===== src/rtl/sequence_ram_ctrl.sv =====
// Sequence RAM controller: records player entries into a 16x4 synchronous RAM
// and plays them back on the LEDs with a programmable on-time and blank gap.
module sequence_ram_ctrl #(
    parameter int TICKS_ON  = 3,
    parameter int TICKS_OFF = 2,
    parameter int CNT_W     = 16
) (
    input  logic       clk,
    input  logic       reset,
    input  logic       start,
    input  logic       record,
    input  logic [3:0] last_addr,
    input  logic [3:0] rec_data,
    input  logic       rec_valid,
    input  logic [3:0] ram_q,
    output logic [3:0] ram_addr,
    output logic [3:0] ram_data,
    output logic       ram_we,
    output logic [3:0] leds,
    output logic       busy,
    output logic       done
);

    typedef enum logic [2:0] {
        IDLE,
        FETCH,
        SHOW,
        GAP,
        REC,
        DONE
    } state_t;

    localparam logic [CNT_W-1:0] ON_LAST  = CNT_W'(TICKS_ON - 1);
    localparam logic [CNT_W-1:0] OFF_LAST = CNT_W'(TICKS_OFF - 1);
    localparam logic [CNT_W-1:0] CNT_ONE  = CNT_W'(1);

    state_t           state_q;
    logic [3:0]       idx_q;
    logic [3:0]       last_q;
    logic [CNT_W-1:0] cnt_q;

    always_ff @(posedge clk) begin
        if (reset) begin
            state_q <= IDLE;
            idx_q   <= '0;
            last_q  <= '0;
            cnt_q   <= '0;
        end else begin
            case (state_q)
                IDLE: begin
                    if (start) begin
                        state_q <= FETCH;
                        idx_q   <= '0;
                        last_q  <= last_addr;
                    end else if (record) begin
                        state_q <= REC;
                        idx_q   <= '0;
                        last_q  <= last_addr;
                    end
                end
                // The address is already on the RAM; this cycle absorbs its read latency.
                FETCH: begin
                    state_q <= SHOW;
                    cnt_q   <= '0;
                end
                SHOW: begin
                    if (cnt_q == ON_LAST) begin
                        state_q <= GAP;
                        cnt_q   <= '0;
                    end else begin
                        cnt_q <= cnt_q + CNT_ONE;
                    end
                end
                GAP: begin
                    if (cnt_q == OFF_LAST) begin
                        cnt_q <= '0;
                        if (idx_q == last_q) begin
                            state_q <= DONE;
                        end else begin
                            idx_q   <= idx_q + 4'd1;
                            state_q <= FETCH;
                        end
                    end else begin
                        cnt_q <= cnt_q + CNT_ONE;
                    end
                end
                REC: begin
                    if (rec_valid) begin
                        if (idx_q == last_q) begin
                            state_q <= DONE;
                        end else begin
                            idx_q <= idx_q + 4'd1;
                        end
                    end
                end
                DONE:    state_q <= IDLE;
                default: state_q <= IDLE;
            endcase
        end
    end

    assign ram_addr = idx_q;
    assign ram_data = rec_data;
    // Writing is gated by reset so an in-flight record pulse never lands during reset.
    assign ram_we   = (state_q == REC) && rec_valid && !reset;
    assign busy     = (state_q != IDLE);
    assign done     = (state_q == DONE);

    always_comb begin
        leds = 4'h0;
        case (state_q)
            SHOW:    leds = ram_q;
            REC:     leds = rec_valid ? rec_data : 4'h0;
            default: leds = 4'h0;
        endcase
    end

endmodule

===== config.mk =====
export PLATFORM = sky130hd
export DESIGN_NAME = sequence_ram_ctrl
export DESIGN_NICKNAME = d
export VERILOG_FILES = /design/src/rtl/sequence_ram_ctrl.sv
export SDC_FILE = /design/constraint.sdc
export NUM_CORES = 1
export LEC_CHECK = 0
export CAP_MARGIN = 20
export CORE_UTILIZATION = 40
export CTS_BUF_LIST = sky130_fd_sc_hd__clkbuf_4
export DETAILED_ROUTE_END_ITERATION = 8
export GPL_ROUTABILITY_DRIVEN = 0
export REMOVE_ABC_BUFFERS = 1
export SETUP_SLACK_MARGIN = 0.4
export SYNTH_ARGS = -nofsm -noshare
export SYNTH_HDL_FRONTEND = slang
export SYNTH_SLANG_ARGS = --single-unit

===== constraint.sdc =====
create_clock -name clk -period 2.5 [get_ports clk]
set_input_delay 0.375 -clock clk [delete_from_list [all_inputs] [get_ports clk]]
set_output_delay 0.375 -clock clk [all_outputs]
set_load 0.1 [all_outputs]

# --- After elaboration in Yosys (flattened, before gate mapping) ---
# Index checks and enable logic that the tools add are counted.
totals:
  ff_bits: 27
  latchBits: 0
  ram_bits: 0
  romBits: 0
  wordCells: 51
  mem_count: 0
classes:
  add_sub_neg: 2
  mul: 0
  n_div: 0
  n_lt_le_gt_ge: 0
  n_eq_ne: 13
  n_shift: 0
  mux: 21
  bitwise: 0
  reduce_logical: 11
ops:
  columns: ["operator", "n"]
  rows:
  - ["one-hot mux 16 bit (3 select lines)", 1]
  - ["two-way mux 16 bit", 2]
  - ["two-way mux 4 bit", 8]
  - ["two-way mux 3 bit", 7]
  - ["adder 16 x 1 -> 16 bit, second input constant", 1]
  - ["equality test 16 x 1 -> 1 bit, second input constant", 1]
  - ["equality test 16 x 2 -> 1 bit, second input constant", 1]
  - ["one-hot mux 3 bit (5 select lines)", 1]
  - ["one-hot mux 4 bit (3 select lines)", 1]
  - ["nonzero test 3 bit", 3]
  - ["inequality test 2 bit, second input constant", 4]
  - ["one-hot mux 4 bit (2 select lines)", 1]
  - ["equality test 3 x 2 -> 1 bit, second input constant", 2]
  - ["equality test 3 bit, second input constant", 2]
  - ["AND reduction 5 bit", 1]
  - ["adder 4 x 1 -> 4 bit, second input constant", 1]
  - ["equality test 4 bit", 1]
  - ["AND reduction 4 bit", 1]
  - ["equality test 3 x 1 -> 1 bit, second input constant", 1]
  - ["logical NOT 3 bit", 1]
  - ["inequality test 3 bit, second input constant", 1]
  - ["logical AND 1 bit", 2]
  - ["AND reduction 2 bit", 1]
  - ["nonzero test 2 bit", 1]
  - ["logical NOT 1 bit", 1]

# --- Longest topological paths before layout ---
# Gate-level depths: netlist of the first run.
logic_depth:
  word_depth: 4
  ltp_mapped: 8
  mapped_depth_nobuf: 7

# --- Worst setup path after synthesis of the first run ---
# No wires, ideal clock.
synth_timing:
  kind: "register to output"
  start: "register state_q[0]"
  end: "output ram_we"
  arrival_ns: 2.932
  t_required_ns: 2.125
  slack_ns: -0.807
  stages_incl_launch_ff: 5
  path_cell_list: "dfxtp_1 buf_4 buf_8 or2_2 nor3_1"
synth_between:
  elab_chain_cells: 3
synth_rtl:
  columns: ["item", "line_no", "rtl"]
  rows:
  - ["from (decl)", "37", "state_t state_q;"]
  - ["from (signal assigned)", "44", "state_q <= IDLE;"]
  - ["from (signal assigned)", "52", "state_q <= FETCH;"]
  - ["from (signal assigned)", "56", "state_q <= REC;"]
  - ["equality test 3 bit", "105", "assign ram_we = (state_q == REC) && rec_valid && !reset;"]
  - ["logical AND 1 bit (2 in a row)", "105", null]
  - ["to (decl)", "18", "output logic ram_we,"]
# No other way between the ends.

# --- Worst setup path after layout of the first run ---
layout_timing:
  start: "register cnt_q[1]"
  end: "register idx_q[3] (netlist: ram_addr[3])"
layout_between:
  elab_chain_cells: 3
layout_rtl:
  columns: ["item", "line_no", "rtl"]
  rows:
  - ["from (decl)", "40", "logic [CNT_W-1:0] cnt_q;"]
  - ["from (signal assigned)", "71", "cnt_q <= cnt_q + CNT_ONE;"]
  - ["from (signal assigned)", "84", "cnt_q <= cnt_q + CNT_ONE;"]
  - ["equality test 16 x 1 -> 1 bit", "75", "if (cnt_q == OFF_LAST) begin"]
  - ["inequality test 2 bit (no source line)", null, null]
  - ["AND reduction 4 bit (no source line)", null, null]
  - ["to (signal assigned)", "80", "idx_q <= idx_q + 4'd1;"]
  - ["to (signal assigned)", "92", "idx_q <= idx_q + 4'd1;"]
  - ["to (decl)", "38", "logic [3:0] idx_q;"]
# No other way between the ends.
# A chain may end at the register's enable or synchronous reset.

==> reports/summary.md, run 1 <==
The flow ran to the end, and the final reports show no timing, DRC or antenna violations. The end of the worst register-to-register path was ram_addr[3]$_SDFFE_PP0P_. Summed over all layers, the routed wires come to 4350 um. Counting distinct cell types in the post-synthesis netlist gives 53. For this run, the number of standard cells in the final layout without fillers is 274.

STA classifies the critical path startpoint as a flip-flop. The mean post-synth cell area was 8.65 um2; the CTS sink count was 27. For the number of levels in the clock H-tree, the log shows 1. The detail route stage leaves a number of antenna-violating nets equal to 0.

The final critical-path required period was 1.99 ns; the number of violations reported at the end of detailed-routing iteration 0 was 51. The starting utilization of the core area is 0.423, and the post-synthesis instance area is 1730 um2. The die extent in x was 67.8 um. The internal power of the cells totals 912 uW. The post-synthesis to final-layout area growth is 25.1%, and the sequential group share of total power is 0.323. Counting instances, the worst hold path has a depth of 2. TritonCTS built the clock tree.

The routed wirelength normalized by instance count came out at 15.9 um. Reported max-cap violation count: 0. The worst register-to-register path begins at cnt_q[1]$_SDFFE_PP0P_. For this run the aggregate overflow at the end of global routing stands at 0. Post-placement setup slack: 0.161 ns. The logs give 26 for the largest net degree at the start of global routing and 0 for the total of warnings raised by yosys. The tightest min-delay check is of the reg -> reg type.

Die height: 67.8 um. The top-level I/O count was 32. The number of antenna violations at the first check in global routing was 0. The final critical-path share of the clock period was 0.798; the switching power as a share of total power was 0.499. Dividing total power by cell area gives a power density of 841 nW/um2. After clock tree synthesis, the clock-pin slew on the worst setup and hold paths is 0.16 ns.

Net switching power of the design: 908 uW. The critical path endpoint category is a flip-flop. Clock skew on the completed layout was measured at 0.00999 ns. Summed over all cells, the static leakage comes to 0.000752 uW. The floorplan has 23 rows. The sequential share of the synthesized area is 0.313, and the setup slack of the worst register-to-register path is 0.51 ns.

In this run the worst path has a maximum fanout of 7. The logs give 4090 um2 for the core box area and 4590 um2 for the die footprint. The remaining max-slew budget at the tightest pin came out at 0.579. Arrival time at the worst endpoint: 2.25 ns. Number of pins with negative max-slew slack in the final report: 0.

By startpoint and endpoint, the worst setup path is classified as reg -> reg. The via count of the first global-routing pass was 1501; the number of hold violations in the final report was 0. The tree is rooted in a sky130_fd_sc_hd__clkbuf_4. The via count was 1606. The portion of synthesized cell area occupied by the leading cell type is 0.313.

The synthesized flop and latch total was 27. Ranked by total cell area, the synthesized netlist is headed by sky130_fd_sc_hd__dfxtp_1, sky130_fd_sc_hd__a311oi_1, sky130_fd_sc_hd__nor2_1, sky130_fd_sc_hd__a21oi_1, sky130_fd_sc_hd__nand3_1. Synthesis produced a netlist whose cell count is 200. The fraction of final layout cells with drive strength greater than 1 came out at 0.241.

Summed over all instances, the cell type with the most area after synthesis is sky130_fd_sc_hd__dfxtp_1. Leaving out fill and tap cells, the most frequent cell in the layout is sky130_fd_sc_hd__dfxtp_1. Across all setup checks in the final design, the least slack found is 0.506 ns.

The count of hold-fix buffers inserted at cts is 0. For the number of diodes, the log shows 0. The timing-limited maximum frequency came out at 501 MHz.

Counting the buffers created by CTS gives 3. The async set or reset register ratio after synthesis works out to 0. The worst-case IR drop observed on VDD is 0.359 mV.

Counting cells, the worst reg-to-reg path comes to 7. The pre-antenna-repair detailed-routing pass consisted of 6 iterations. The first global-routing pass estimated 7010 um of wire. For this run, the leading register cell type out of synthesis is sky130_fd_sc_hd__dfxtp_1. The combinational share of power is 0.569, and the number of placed cells counting well taps is 269.

The part of the power in the clock network came out at 0.108. Hold timing on the final database bottoms out at a slack of 0.516 ns. The wire-length estimate of the detail-placed layout is 3100 um. During placement, the flow inserted port buffers numbering 31. For the critical path data required time, the log shows 2.75 ns. The clock passes through at most 2 buffers. For this run, design rule violations remaining after detail routing come to 0. Setup repair after global routing left no endpoint under its margin. Using the TritonRoute via totals, the vias-per-cell ratio works out to 5.86. The top cell types in the final layout, fill and taps aside, are sky130_fd_sc_hd__dfxtp_1, sky130_fd_sc_hd__nor2_1, sky130_fd_sc_hd__buf_4, sky130_fd_sc_hd__nand2_1, sky130_fd_sc_hd__clkdlybuf4s50_1. For the worst-skew pair later-pin latency, the log shows 0.33 ns. In the final design database the tool counted 246 nets. For hold timing, the worst endpoint is cnt_q[1]$_SDFFE_PP0P_.

At the pin with the least slew margin, the transition time is 0.625 ns. The critical hold path startpoint was cnt_q[1]$_SDFFE_PP0P_. In this run, synthesis inferred 0 flip-flops with an integrated enable. The final count of negative-setup-slack endpoints was 0.

The global-route usage over all layers came out at 0.202.
-- sequential cells by signal, indices dropped and copies added (netlist names) --
signal    flops
state_q       3
ram_addr      4
cnt_q        16
last_q        4
-- metrics by stage --
step | power [uW] | setup TNS [ns] | instance area [um2] | util
6_report | 1820 | 0 | 2160 | 0.529
3_5_place_dp | 1570 | 0 | 2040 | 0.499
3_3_place_gp | 1540 | 0 | 2040 | 0.499
5_1_grt | 1930 | 0 | 2160 | 0.529
4_1_cts | 1800 | 0 | 2100 | 0.514
2_1_floorplan | 1240 | -1.28 | 1610 | -
-- timing repair --
item	CTS	global route
resized for setup	11	13
setup buffers	0	1
setup endpoints to repair	9	12
pin swaps	3	5
-- routing by layer --
metal / global-route usage / up-vias / wire length (um)
li1: - / 812 / -
met1: 0.274 / 761 / 2100
met2: 0.342 / 31 / 2070
met3: 0.0287 / 2 / 173
met4: 0.0319 / 0 / 16
met5: 0 / - / 0
-- kinds of logic after synthesis --
kind of cell,synth area share
AO/OA/AOI/OAI,0.243
adder cells (fa/ha/maj),0.0289
XOR/XNOR,0.0203
buffers and inverters,0.0846
AND/OR/NAND/NOR,0.275
multiplexers,0.0355
flip-flops,0.313
-- power groups by stage --
| stage | logic, uW | registers, uW | clock network, uW |
|---|---|---|---|
| 6_report | 1040 | 588 | 197 |
| 5_1_grt | 1110 | 598 | 224 |
| 4_1_cts | 1010 | 582 | 207 |
| 3_5_place_dp | 991 | 578 | 0 |
| 3_3_place_gp | 969 | 574 | 0 |
| 2_1_floorplan | 651 | 588 | 0 |
-- how the worst max path moves through the flow --
stage | end | slack (ns) | depth (start not counted) | startpoint
after detailed placement | leds[1] | 0.16 | 6 | rec_valid
after floorplan | ram_we | -0.70 | 2 | state_q[0]$_SDFFE_PP0P_
after global routing | ram_addr[3]$_SDFFE_PP0P_ | 0.40 | 7 | cnt_q[1]$_SDFFE_PP0P_
final | ram_addr[3]$_SDFFE_PP0P_ | 0.51 | 7 | cnt_q[1]$_SDFFE_PP0P_
after global placement | leds[3] | 0.30 | 6 | rec_valid
after CTS | ram_addr[3]$_SDFFE_PP0P_ | 0.41 | 7 | cnt_q[1]$_SDFFE_PP0P_
-- synth_stat cells (2+ instances only) --
cell and instances:
sky130_fd_sc_hd__a21oi_1 13, sky130_fd_sc_hd__a22oi_1 4, sky130_fd_sc_hd__a311oi_1 12, sky130_fd_sc_hd__a41oi_1 6
sky130_fd_sc_hd__and3_1 2, sky130_fd_sc_hd__buf_2 3, sky130_fd_sc_hd__buf_4 5, sky130_fd_sc_hd__buf_6 2
sky130_fd_sc_hd__clkbuf_1 4, sky130_fd_sc_hd__dfxtp_1 27, sky130_fd_sc_hd__ha_1 4, sky130_fd_sc_hd__inv_1 6
sky130_fd_sc_hd__mux2i_1 5, sky130_fd_sc_hd__nand2_1 15, sky130_fd_sc_hd__nand2b_1 8, sky130_fd_sc_hd__nand3_1 12
sky130_fd_sc_hd__nand4_1 3, sky130_fd_sc_hd__nor2_1 18, sky130_fd_sc_hd__nor3_1 3, sky130_fd_sc_hd__nor3b_1 3
sky130_fd_sc_hd__nor4_1 2, sky130_fd_sc_hd__nor4_4 2, sky130_fd_sc_hd__o21ai_0 3, sky130_fd_sc_hd__o21ai_1 3
sky130_fd_sc_hd__o311ai_1 2, sky130_fd_sc_hd__o41ai_2 2, sky130_fd_sc_hd__or4b_1 2, sky130_fd_sc_hd__xor2_1 4
-- worst max-delay path: stages (launching register included) --
cell and delay, ns:
sky130_fd_sc_hd__dfxtp_4 0.39, sky130_fd_sc_hd__inv_1 0.09, sky130_fd_sc_hd__ha_4 0.14, sky130_fd_sc_hd__nor3b_4 0.17, sky130_fd_sc_hd__nand4_1 0.14, sky130_fd_sc_hd__a32o_2 0.34
sky130_fd_sc_hd__or3_4 0.39, sky130_fd_sc_hd__o41ai_2 0.26
-- cell type report --
type	instances	area [um2]
clock buffer	3	22.5
clock inverter	1	7.51
fill	383	1920
inverter	6	22.5
multi-input combinational	150	1110
sequential	27	556
tap	50	62.6
timing repair buffer	37	383
(Power assumes the default switching activity.)
==> inputs of run 2 (changes only) <==
- PLACE_DENSITY: default -> 0.66
- clock period: 2.5 -> 1.7 ns (I/O delays scaled with it)
==> run 2 against run 1 <==
Net effect:
- the run now ends with setup timing left
- sequential share of layout area fell by 7.7 points
- global-route usage rose by 3.3 points
- clock-buffer cell count did not move
==> reports/summary.md, run 2 (same netlist as run 1, synthesis figures left out) <==
The flow ran to the end, but the final reports show violations. The final reports fail on setup timing. The detailed router put a total of 2360 um of wire on met1.

The standard cell with the maximum stage delay on the critical path was sky130_fd_sc_hd__or4b_1. For the design internal power, the log shows 2010 uW. Counting instances, the worst hold path has a depth of 3. The analysis attributes to cell leakage a power of 0.00119 uW. Setup slack on the worst reg-to-reg path comes out at -0.20 ns. The number of placed instances, taps included, is 313. The slew at the pin closest to its max-slew limit was 0.661 ns.

Highest metal layer used by the detailed router: met4. The number of pins with negative max-slew slack in the final report is 0. The clock arrives with 0.00600 ns of skew. For the number of hold violations in the final report, the log shows 0.

Die footprint: 4590 um2. The run gives 1.98 ns as the critical path data required time. The worst register-to-register path begins at cnt_q[1]$_SDFFE_PP0P_. The peak per-stage delay on the critical path was 0.43 ns; the switching power as a share of total power was 0.453.

The routed wirelength normalized by instance count was 17.6 um; the CTS sink count was 27. After clock tree synthesis, the clock-pin slew on the worst setup and hold paths is 0.16 ns. The core region is 4090 um2. The cell sitting at the root of the clock tree is a sky130_fd_sc_hd__clkbuf_4. In this run the worst hold path is classified as in -> reg. The largest register by flop count was cnt_q.

For this design the ratio of total power to cell area is 1190 nW/um2. In this run, the number of DRC markers left after iteration 0 of detailed routing was 89. 32 I/O pins were placed. The final net count was 309.

The via count was 1987. The logs give 255 for the filler cell count in the final layout and 0.080 for the part of the power in the clock network. The sequential cells in the finished layout cover a total of 556 um2. The combinational share of power is 0.714, and the leftover overflow at the end of global routing is 0. In this run the worst path has a maximum fanout of 7.

The routed design has 5930 um of wire. Summing all multi-input logic gate instances after layout gives 1320 um2. The tool flagged a number of max-cap violations equal to 0. The largest net degree at the start of global routing is 17.

Critical path endpoint category: a flip-flop. The maximum VDD drop is 0.535 mV. The signal on the critical path passes through inv_2, ha_4, buf_4, mux2_4, a21oi_4, buf_12, or4b_1, o21ai_1. Setup repair after global routing could not meet its margin everywhere. The end of the worst register-to-register path is cnt_q[10]$_SDFFE_PP0P_. The first-pass GRT wire length came out at 8250 um. Detailed routing placed a total of 3220 um of wire on met2. Leaving out fill and tap cells, the most frequent cell in the layout is sky130_fd_sc_hd__buf_4.

The overall power consumption was 3680 uW. The via count of the first global-routing pass was 1803. The starting utilization of the core area is 0.423, and the number of buffers created by CTS is 3. The via count normalized by instance count was 5.90.

TritonCTS built the clock tree. The die height is 67.8 um, and the number of diodes is 0. The wire-length estimate of the detail-placed layout is 3500 um. The number of levels in the clock H-tree came out at 1.

The register with the most flip-flops in the layout has 16 of them. Fraction of final layout cells with drive strength greater than 1: 0.540. The net switching power of the design is 1670 uW. The worst hold path terminates at last_q[0]$_SDFFE_PP0P_.

STA puts the critical path data arrival time at 2.18 ns. The worst path in the final design needs a cycle of 1.90 ns, including I/O delays and setup. The post-synthesis to final-layout area growth is 78.3%, and the worst-skew pair later-pin latency is 0.33 ns.

The logs give 27 for the final count of negative-setup-slack endpoints and -3.06 ns for the total negative slack. The maximum buffer depth of the clock tree is 2, and the path depth of the worst reg2reg path is 8. The first-pass iteration count of the detailed router was 4; the remaining number of nets flagged by the antenna check after routing was 0. Number of antenna violations at the first check in global routing: 0.

In the detailed route, the total length drawn on met3 is 222 um. The global-route usage over all layers was 0.235; the number of remaining DRC errors was 0. Element type at the critical path start: a flip-flop. In the layout the commonest cells are sky130_fd_sc_hd__buf_4, sky130_fd_sc_hd__buf_6, sky130_fd_sc_hd__buf_12, sky130_fd_sc_hd__dfxtp_1, sky130_fd_sc_hd__clkdlybuf4s50_1. The total of buffers placed on input and output ports works out to 31. For the remaining max-slew budget at the tightest pin, the log shows 0.559. The tools report the sequential group share of total power as 0.207.

The final critical-path share of the clock period was 1.11; the final critical-path setup slack was -0.195 ns. The finished layout holds 337 standard cells, fillers aside. Measured along the x axis, the die boundary spans 67.8 um. The tools report the critical hold path startpoint as last_addr[0].

By startpoint and endpoint, the worst setup path is classified as reg -> reg. Timing would allow up to 528 MHz. Row generation in the floorplan step produced 23 rows.

The logs give 0.545 ns for the worst hold slack across all endpoints and 0.754 for the final design utilization.
-- run 2: cell count changes in the layout (fill, tap and decap cells not counted), moves of 4 or more --
cell                      previous run  this run
sky130_fd_sc_hd__a21oi_1            13         8
sky130_fd_sc_hd__a41oi_1             6         0
sky130_fd_sc_hd__a41oi_2             0         6
sky130_fd_sc_hd__buf_12              5        17
sky130_fd_sc_hd__buf_4              16        46
sky130_fd_sc_hd__buf_6               0        20
sky130_fd_sc_hd__dfxtp_1            21        15
sky130_fd_sc_hd__dfxtp_2             3        12
sky130_fd_sc_hd__nor2_1             17        12
sky130_fd_sc_hd__nor2_2              1         5
-- run 2: power by group through the flow --
stage / clock, uW / combinational, uW / sequential (uW)
5_1_grt: 325 / 2740 / 768
2_1_floorplan: 0 / 958 / 865
4_1_cts: 297 / 2320 / 757
3_3_place_gp: 0 / 1930 / 753
3_5_place_dp: 0 / 1940 / 757
6_report: 294 / 2630 / 761
-- run 2: critical path: cells and delay by family, from the launching register on --
family,cells,cell delay [ns]
simple gates,1,0.43
buf+inv,3,0.34
flops,1,0.37
mux,1,0.27
compound gates,2,0.29
fa+ha+maj,1,0.15
-- run 2: repair_timing --
item,CTS,global route
pin swaps,31,26
setup buffers,11,7
setup endpoints to repair,37,37
resized for setup,54,35
hold buffers,0,0
gates cloned,2,0
-- run 2: layer usage --
layer	up-vias	global-route usage
met5	-	0
met4	0	0.0426
met3	15	0.0203
met1	977	0.288
met2	59	0.441
li1	936	-
-- run 2: worst max-delay path by stage --
| stage | start | end | slack [ns] | depth (start not counted) |
|---|---|---|---|---|
| 2_1_floorplan | state_q[0]$_SDFFE_PP0P_ | ram_we | -1.38 | 2 |
| 3_3_place_gp | rec_valid | ram_addr[3]$_SDFFE_PP0P_ | -0.17 | 6 |
| 3_5_place_dp | rec_valid | ram_addr[3]$_SDFFE_PP0P_ | -0.22 | 6 |
| 4_1_cts | cnt_q[11]$_SDFFE_PP0P_ | ram_addr[2]$_SDFFE_PP0P_ | -0.15 | 5 |
| 5_1_grt | cnt_q[0]$_SDFFE_PP0P_ | cnt_q[10]$_SDFFE_PP0P_ | -0.27 | 7 |
| 6_report | cnt_q[1]$_SDFFE_PP0P_ | cnt_q[10]$_SDFFE_PP0P_ | -0.20 | 8 |
-- run 2: area by class of cell --
type,instances,area share
Timing Repair Buffer,100,0.356
Inverter,6,0.00731
Multi-Input combinational cell,150,0.427
Clock buffer,3,0.00731
Clock inverter,1,0.00162
Sequential cell,27,0.180
Tap cell,50,0.0203
-- run 2: per-stage QoR --
stage,worst slack [ns],area (um2)
floorplan,-1.38,1610
global placement,-0.173,2520
detailed placement,-0.220,2520
CTS,-0.150,2870
global route,-0.271,3080
finish,-0.195,3080
==> inputs of run 3 (changes only) <==
- ABC_AREA: default -> 1
- SLEW_MARGIN: default -> 30
==> run 3 against run 2 <==
Net effect:
- worst setup slack better by 0.21 ns
- the run now ends clean
- largest cell class unchanged
- sequential power grew 25%
- critical endpoint is now leds[3]
- highest routed layer unchanged
- utilization fell by 5.2 points
- clock-buffer cell count rose by 1
- worst hold slack worse by 0.13 ns
- die area grew 4.3%
==> reports/summary.md, run 3 <==
The static power due to leakage is 0.00133 uW. Classification of the worst-slack hold path: in -> reg. The mean post-synth cell area came out at 6.25 um2. The largest register by flop count is cnt_q. The number of diodes is 0, and the largest net degree at the start of global routing is 17. The via count normalized by instance count is 5.16. The logs give 0.299 for the sequential share of the synthesized area and 0 for the reported max-cap violation count.

The starting utilization of the core area is 0.415, and the flip-flop count of the largest register, all copies and words added is 16. The element type at the critical path start was a flip-flop. The synthesized flop and latch total was 27. Leaving out filler cells and counting taps, the final layout contains 404. Critical path endpoint category: an output pin.

The worst hold path passes through 3 cells. The global-route usage over all layers was 0.219. The total of buffers placed on input and output ports was 31. For the number of buffers created by CTS, the log shows 3. Number of hold violations in the final report: 0. The logs give 582 um2 for the area taken by flip-flops and latches and 4790 um2 for the die footprint. Remaining number of nets flagged by the antenna check after routing: 0. The worst register-to-register path ends at ram_addr[0]$_SDFFE_PP0P_. The maximum VDD drop was 1.57 mV; the leftover overflow at the end of global routing was 0.

Fill cells in the final layout number 313. Counting flops with a built-in enable in the synthesized netlist gives 0. In this run the most critical hold path is launched from last_addr[1]. The tools report the via count as 2086. The setup slack of the worst register-to-register path came out at 0.13 ns. The portion of synthesized cell area occupied by the leading cell type works out to 0.299.

The first-pass iteration count of the detailed router came out at 4. From left edge to right edge, the die measures 69.2 um. Number of pins with negative max-slew slack in the final report: 0. After detailed routing, the average wire length per cell comes to 14.3 um.

The core box area came out at 4350 um2. The run gives 5790 um as the total wire length. For this design, the slowest cell found on the critical path is sky130_fd_sc_hd__dfxtp_4.

The clock reaches the later pin of the worst-skew pair after 0.35 ns. For the final net count, the log shows 374. The timing-limited maximum frequency came out at 594 MHz. After detailed routing, the number of remaining DRC violations is 0. Number of placed cells counting well taps: 371. The Yosys step of the flow raised 0 warnings. Clock tree synthesis found a total of 27 sinks. Number of violations reported at the end of detailed-routing iteration 0: 89. The critical register-to-register path startpoint was state_q[1]$_SDFFE_PP0P_. Clock skew on the completed layout was measured at 0.00608 ns.

The async set or reset register ratio after synthesis was 0; the final count of negative-setup-slack endpoints was 0. Number of placement rows: 24. Counting along the longest clock path gives a buffer depth of 2. The post-synthesis to final-layout area growth was 69.3%; the number of antenna violations at the first check in global routing was 0.

The top fanout value on the critical path is 5. Leaving out fill and tap cells, the most frequent cell in the layout is sky130_fd_sc_hd__nand2_1. Measured along the y axis, the die boundary spans 69.2 um. The worst hold path terminates at last_q[1]$_SDFFE_PP0P_. The final design utilization came out at 0.703. HPWL after detailed placement: 3170 um. Counting cells, the worst reg-to-reg path comes to 12. Summed over all instances, the cell type with the most area after synthesis is sky130_fd_sc_hd__dfxtp_1. The final critical-path share of the clock period was 0.991.

Area used by multi-input combinational logic: 1410 um2. Setup repair after global routing could not meet its margin everywhere. The tools report the worst setup path startpoint as state_q[0]$_SDFFE_PP0P_. The first global-routing pass estimated 8660 um of wire. For the post-synthesis instance area, the log shows 1810 um2. Most frequent cell after synthesis: sky130_fd_sc_hd__nand2_1.

Synthesis instantiated 31 different standard cells from the library. The fraction of final layout cells with drive strength greater than 1 was 0.438. TritonCTS built the clock tree.

Count of hold-fix buffers inserted at cts: 0. The worst setup path is of the reg -> out kind. Ranked by total cell area, the synthesized netlist is headed by sky130_fd_sc_hd__dfxtp_1, sky130_fd_sc_hd__nand2_1, sky130_fd_sc_hd__inv_1, sky130_fd_sc_hd__a21oi_1, sky130_fd_sc_hd__nor2_1. The power per cell area was 1540 nW/um2; the final critical-path required period was 1.68 ns. STA puts the critical path data arrival time at 1.43 ns. In the layout the commonest cells are sky130_fd_sc_hd__nand2_1, sky130_fd_sc_hd__inv_1, sky130_fd_sc_hd__buf_4, sky130_fd_sc_hd__nor2_1, sky130_fd_sc_hd__buf_12. The flow ran to the end, and the final reports show no timing, DRC or antenna violations. The run gives 0.637 as the remaining max-slew budget at the tightest pin. Ranked by instance count, the synthesized netlist is headed by sky130_fd_sc_hd__nand2_1, sky130_fd_sc_hd__inv_1, sky130_fd_sc_hd__nor2_1, sky130_fd_sc_hd__dfxtp_1, sky130_fd_sc_hd__a21oi_1. The most used flip-flop cell after synthesis is sky130_fd_sc_hd__dfxtp_1. For the pin with the worst max-slew slack, the measured transition is 0.545 ns. Number of levels in the clock H-tree: 1. The largest single stage delay on the critical path is 0.39 ns. The top-level I/O count is 32, and the number of instances in the synthesized netlist is 289. For the worst setup path, the data required time is 1.44 ns.

For the via count of the first global-routing pass, the log shows 1924. Walking the worst path, the cells encountered are buf_6, nor2_4, a32o_2, buf_12. Clock-pin slew was measured on the worst setup and hold paths at 0.16 ns. The library cell used as clock root buffer was sky130_fd_sc_hd__clkbuf_4.
## run 3: worst max-delay path by stage
stage	end	depth (start not counted)
finish	leds[3]	4
CTS	leds[0]	5
global route	leds[1]	5
floorplan	ram_we	3
global placement	ram_we	5
detailed placement	ram_we	5
## run 3: cell families (layout without fill, tap and decap cells)
group / after synthesis / in the layout / share of synthesized area
flops: 27 / 27 / 0.299
fa+ha+maj: 4 / 4 / 0.0277
simple gates: 153 / 153 / 0.368
compound gates: 47 / 47 / 0.153
buf+inv: 54 / 117 / 0.133
xor+xnor: 4 / 4 / 0.0194
## run 3: stage by stage
step	power [uW]	hold WS [ns]	area [um2]	setup TNS, ns	setup slack (ns)
finish	4710	0.416	3060	0	0.0161
global route	4950	0.433	3060	-0.189	-0.0440
CTS	4000	0.427	2730	0	0.0440
detailed placement	3080	0.492	2320	0	0.0554
global placement	3070	0.487	2320	0	0.0515
floorplan	2360	0.324	1740	-4.46	-1.24
## run 3: repair_timing
item,in CTS,in global routing
resized for setup,81,66
cloned,1,0
endpoints found under the setup margin,37,34
pin swaps,20,28
setup buffers,17,11
## run 3: where the power goes
group | internal (uW) | leakage [uW] | switching (uW)
sequential | 779 | 0.000230 | 171
clock | 108 | 0.0000184 | 217
combinational | 1410 | 0.00109 | 2020
## run 3: area by class of cell
cell class,instances,share of cell area
well taps,52,0.0213
multi-input cells,208,0.459
clock buffers,4,0.00982
repair buffers,67,0.260
flip-flops and latches,27,0.190
inverters,46,0.0597
## run 3: per-layer routing
metal | wire length (um) | up-vias | GRT usage
met2 | 3110 | 42 | 0.386
met4 | 156 | 0 | 0.0590
li1 | - | 1035 | -
met5 | 0 | - | 0
met1 | 2330 | 992 | 0.271
met3 | 199 | 17 | 0.0407
## run 3: critical path, delay by kind of cell, from the launching register on
kind / cells / cell delay [ns]
buffers and inverters: 2 / 0.31
AO/OA/AOI/OAI: 1 / 0.20
AND/OR/NAND/NOR: 1 / 0.17
flip-flops: 1 / 0.39
